`config.mk`:
```
export PLATFORM = sky130hd
export DESIGN_NAME = row_bias
export DESIGN_NICKNAME = d
export VERILOG_FILES = /design/src/rtl/grid_pkg.sv /design/src/rtl/bias_lfsr.sv /design/src/rtl/row_bias.sv
export SDC_FILE = /design/constraint.sdc
export NUM_CORES = 1
export LEC_CHECK = 0
export ABC_CLOCK_PERIOD_IN_PS = 6300
export CORE_UTILIZATION = 25
export DETAILED_ROUTE_END_ITERATION = 7
export PLACE_DENSITY_LB_ADDON = 0.05
export SYNTH_ARGS = -nofsm -noshare
export SYNTH_HDL_FRONTEND = slang
export SYNTH_SLANG_ARGS = --single-unit
```
`constraint.sdc`:
```
create_clock -name clock -period 6.3 [get_ports clock]
set_input_delay 1.26 -clock clock [delete_from_list [all_inputs] [get_ports clock]]
set_output_delay 1.26 -clock clock [all_outputs]
set_load 0.02 [all_outputs]
```
`src/rtl/grid_pkg.sv`:
```
// grid_pkg: shared grid constants, LFSR constants and the row_bias state type.
package grid_pkg;
    localparam int GRID_LEN = 9;
    localparam int IDX_W = $clog2(GRID_LEN);
    localparam int LFSR_W = 16;
    localparam logic [LFSR_W-1:0] LFSR_TAPS = 16'hB400;
    typedef enum logic [2:0] {
        INIT    = 3'b001,
        SHUFFLE = 3'b010,
        READY   = 3'b100
    } row_bias_state_e;
endpackage

```
`src/rtl/bias_lfsr.sv`:
```
// bias_lfsr: 16-bit right-shifting Galois LFSR with seed load on reset.
// Ports: clock, reset (sync, active-low, loads seed), advance (step once),
//        seed (load value; zero is coerced to 1), q (current state).
module bias_lfsr
    import grid_pkg::*;
(
    input  logic              clock,
    input  logic              reset,
    input  logic              advance,
    input  logic [LFSR_W-1:0] seed,
    output logic [LFSR_W-1:0] q
);
    always_ff @(posedge clock) begin
        if (!reset)
            q <= (seed == '0) ? LFSR_W'(1) : seed;
        else if (advance)
            q <= (q >> 1) ^ (q[0] ? LFSR_TAPS : '0);
    end
endmodule

```
`src/rtl/row_bias.sv`:
```
// row_bias: per-row shuffled permutation of one-hot values serving tile requests.
// Ports: clock, reset (sync, active-low), start (reshuffle request pulse),
//        ready (permutation stable), rq_valtotry/biasidx (OR'ed tile request
//        and one-hot slot index), valtotry (registered one-hot candidate),
//        err (sticky protocol error).
module row_bias #(
    parameter int          GRID_LEN = grid_pkg::GRID_LEN,
    parameter logic [15:0] SEED     = 16'hACE1
) (
    input  logic                clock,
    input  logic                reset,
    input  logic                start,
    output logic                ready,
    input  logic                rq_valtotry,
    input  logic [GRID_LEN-1:0] biasidx,
    output logic [GRID_LEN-1:0] valtotry,
    output logic                err
);
    import grid_pkg::*;
    localparam int IW = $clog2(GRID_LEN);
    row_bias_state_e state;
    logic [GRID_LEN-1:0] perm [GRID_LEN];
    logic [GRID_LEN-1:0] pick;
    logic [IW-1:0] i, j;
    logic [LFSR_W-1:0] lfsr;
    bias_lfsr u_lfsr (
        .clock  (clock),
        .reset  (reset),
        .advance(state == SHUFFLE),
        .seed   (SEED),
        .q      (lfsr)
    );
    assign j = lfsr[IW-1:0];
    always_comb begin
        pick = '0;
        for (int k = 0; k < GRID_LEN; k++)
            pick = pick | (biasidx[k] ? perm[k] : '0);
    end
    // Rejection-sampled Fisher-Yates: one accepted swap per cycle, walking i down to 1.
    always_ff @(posedge clock) begin
        if (!reset) begin
            for (int k = 0; k < GRID_LEN; k++)
                perm[k] <= GRID_LEN'(1) << k;
            i        <= IW'(GRID_LEN - 1);
            state    <= INIT;
            ready    <= 1'b0;
            valtotry <= '0;
            err      <= 1'b0;
        end else begin
            case (state)
                INIT: state <= SHUFFLE;
                SHUFFLE: if (j <= i) begin
                    perm[i] <= perm[j];
                    perm[j] <= perm[i];
                    if (i == IW'(1)) begin
                        state <= READY;
                        ready <= 1'b1;
                        i     <= IW'(GRID_LEN - 1);
                    end else
                        i <= i - 1'b1;
                end
                READY: if (start) begin
                    state <= SHUFFLE;
                    ready <= 1'b0;
                end
                default: state <= INIT;
            endcase
            if (rq_valtotry) begin
                valtotry <= ready ? pick : '0;
                // Multi-hot index means two tiles requested in the same cycle.
                if (!ready || (biasidx & (biasidx - 1'b1)) != '0)
                    err <= 1'b1;
            end
        end
    end
endmodule

```
==> reports/qor.csv <==
metric,value,unit
status,completed,
WL/cell,31.6,um
first-iteration detailed-routing DRC count,806,
post_cts resized,0,
number of synthesized register bits,186,
Area after DPL,0.0113,mm^2
# clock sinks,186,
Setup WS pre-CTS,2040,ps
Placer Congestion,0.836,
RSZ-0062 raised after global routing,no,
CP Cell Sequence,inv_1 > ha_1 > or2_1 > o311ai_4 > o211a_1 > nand3_1 > nand2_1,
Yosys cell types,59,
crit-path max FO,21,
max_cap viols,0,
crit-path leading delay family,simple AND/OR/NAND/NOR gates,
Mapped Area,0.0106,mm^2
"Seq/Total Area, Yosys",48.6,%
setup TNS,0,ps
die width,208,um
number of port buffers,23,
final hold vios,0,
Worst R2R Path Depth,7,
Rel. slew slack,16.0,%
Worst Hold Class,register to register,
Antenna Nets Post-Route,0,
"Reg clk slew, reported paths",70,ps
Core ar.,0.0419,mm^2
row count,75,
slowest cell on the critical path,o211a_1,
GRT met3 Usage,2.76,%
met1 usage,28.3,%
setup repair bufs after CTS,0,
DR pass1 iterations,5,
Most used DFF post-synth,edfxtp_1,
GRT Total Usage,20.4,%
post-layout util,28.3,%
Critical Path End Type,register,
Async SR Flop Fraction,0,%
met2 GRT Util,33.2,%
Synth-to-Final Area Change,11.8,%
antenna cells,0,
Tightest Pin Transition,1260,ps
Power Density,290,mW/mm^2
GRT busiest layer,met2,
htree depth,4,
top achievable clock speed,262,MHz
final worst slack,2480,ps
stages on the worst setup path,7,
crit-path max cell delay,740,ps
"EDFF count, synth",144,
die height,208,um
"Cell Count, Final, Fillers Out",1371,
Placed Instances,1339,
Final setup violation count,0,
CTS tree,done,
fin crit share,60.7,%
vias in the first global route,8238,
Layout Nets,841,
cts hold-fix bufs,0,
Avg Inst Size Synth,12.6,um^2
grt total ovfl,0,
initial antenna violation count,0,
cts bufs inserted,17,
CP Data Arrival Time,3940,ps
CP Data Required Time,6410,ps
clk buf depth,2,
yosys warns,0,
drc violations,0,
Skew-Pair Late Insertion Delay,460,ps
DP HPWL,30.3,mm
clk root buf,clkbuf_16,
die area,0.0433,mm^2
Startpoint Class,register,
initial core utilization,25.3,%
clk_skew,17.2,ps
Routed WL,43.3,mm
Final Max Tran Viols,0,
Peak supply drop,0.000170,V
Hold Path Depth,2,
Post-Syn Instances,842,
post-route cell area,0.0119,mm^2
DR vias,8018,
I/O pins,24,
largest net degree at the start of global routing,27,
Buf/Inv on CP,1,
crit path time final,3820,ps
worst setup path class,register to register,
via density per instance,5.85,
total nets after synthesis,864,
share of cells above drive strength 1,18.1,%
leakage,4.18,nW
global-route wire length before repair,62.2,mm
area by class of cell:
| type | count | area (um^2) |
|---|---|---|
| Fill cell | 4224 | 30100 |
| Sequential cell | 186 | 5170 |
| Multi-Input combinational cell | 554 | 4960 |
| Tap cell | 539 | 674 |
| Clock buffer | 22 | 444 |
| Timing Repair Buffer | 44 | 400 |
| Clock inverter | 10 | 165 |
| Inverter | 16 | 60.1 |
through the flow:
step | power (mW) | hold WS, ps
global placement | 2.31 | 443
global route | 3.57 | 477
floorplan | 2.02 | 432
detailed placement | 2.31 | 448
CTS | 3.48 | 459
finish | 3.44 | 457
metal layers:
metal  vias up  part of all wire, %
met1      4236                   45
met4         0                  2.5
li1       3362                    -
met3        60                  4.9
met2       360                   47
met5         -                    0
logic make-up (layout without fill, tap and decap cells):
logic type | count (synthesis) | after routing | synth area share, %
compound gates | 217 | 217 | 15.1
xor+xnor | 4 | 4 | 0.330
fa+ha+maj | 10 | 10 | 1.15
buf+inv | 102 | 92 | 4.63
flops | 186 | 186 | 48.6
mux | 135 | 135 | 21.2
simple gates | 188 | 188 | 8.98
registers in the layout, summed over array words and instances (netlist names), named ones only:
register / flops
i: 4
ready: 1
state: 3
u_lfsr.q: 16
perm: 144
err: 1
valtotry: 9
worst paths after layout:
kind / start / slack, ps / to
setup reg to reg: i[3]$_SDFFE_PN1N_ / 2480 / perm[10][5]$_DFFE_PP_
hold / removal: u_lfsr.q[4]$_SDFFE_PN0P_ / 460 / u_lfsr.q[4]$_SDFFE_PN0P_
setup / recovery: i[3]$_SDFFE_PN1N_ / 2480 / perm[10][5]$_DFFE_PP_
hold reg to reg: u_lfsr.q[4]$_SDFFE_PN0P_ / 460 / u_lfsr.q[4]$_SDFFE_PN0P_
report_power, final:
part	total [mW]	internal, mW	switching, mW
logic	0.796	0.284	0.512
registers	1.48	1.39	0.0872
clock network	1.17	0.667	0.499
total	3.44	2.34	1.10
worst reg2reg max path, cell delays in order (launching register included):
cell and delay, ps:
dfxtp_1 470, inv_1 170, ha_1 250, or2_1 260
o311ai_4 370, o211a_1 740, nand3_1 680, nand2_1 550
cell usage after synthesis, drive strengths merged, types with 12 or more instances:
master	count	area (um^2)
a31oi	12	75.1
o22ai	68	425
nand2	55	209
clkbuf	44	166
mux4	72	1620
a21oi	20	100
nor2	54	253
a22o	41	359
dfxtp	42	841
buf	42	265
edfxtp	144	4320
mux2i	63	631
inv	15	56.3
o21ai	12	60.1
nand3	32	160
placed cells by master (no fill, tap or decap), types with 7 or more instances in the layout:
cell type	count
a22o_1	41
a21oi_1	20
a22oi_1	9
o22ai_1	68
nand2_1	54
edfxtp_1	144
dfxtp_1	38
o21ai_0	7
clkdlybuf4s50_1	23
ha_1	9
mux4_2	72
nor2b_1	9
buf_4	20
a221oi_1	9
inv_1	12
clkbuf_16	17
a222oi_1	9
nor2_1	40
nand3_1	32
mux2i_1	63
nor2_2	11
or3_1	7
a31oi_1	12
Note: power is estimated with default switching activity, not from simulation.
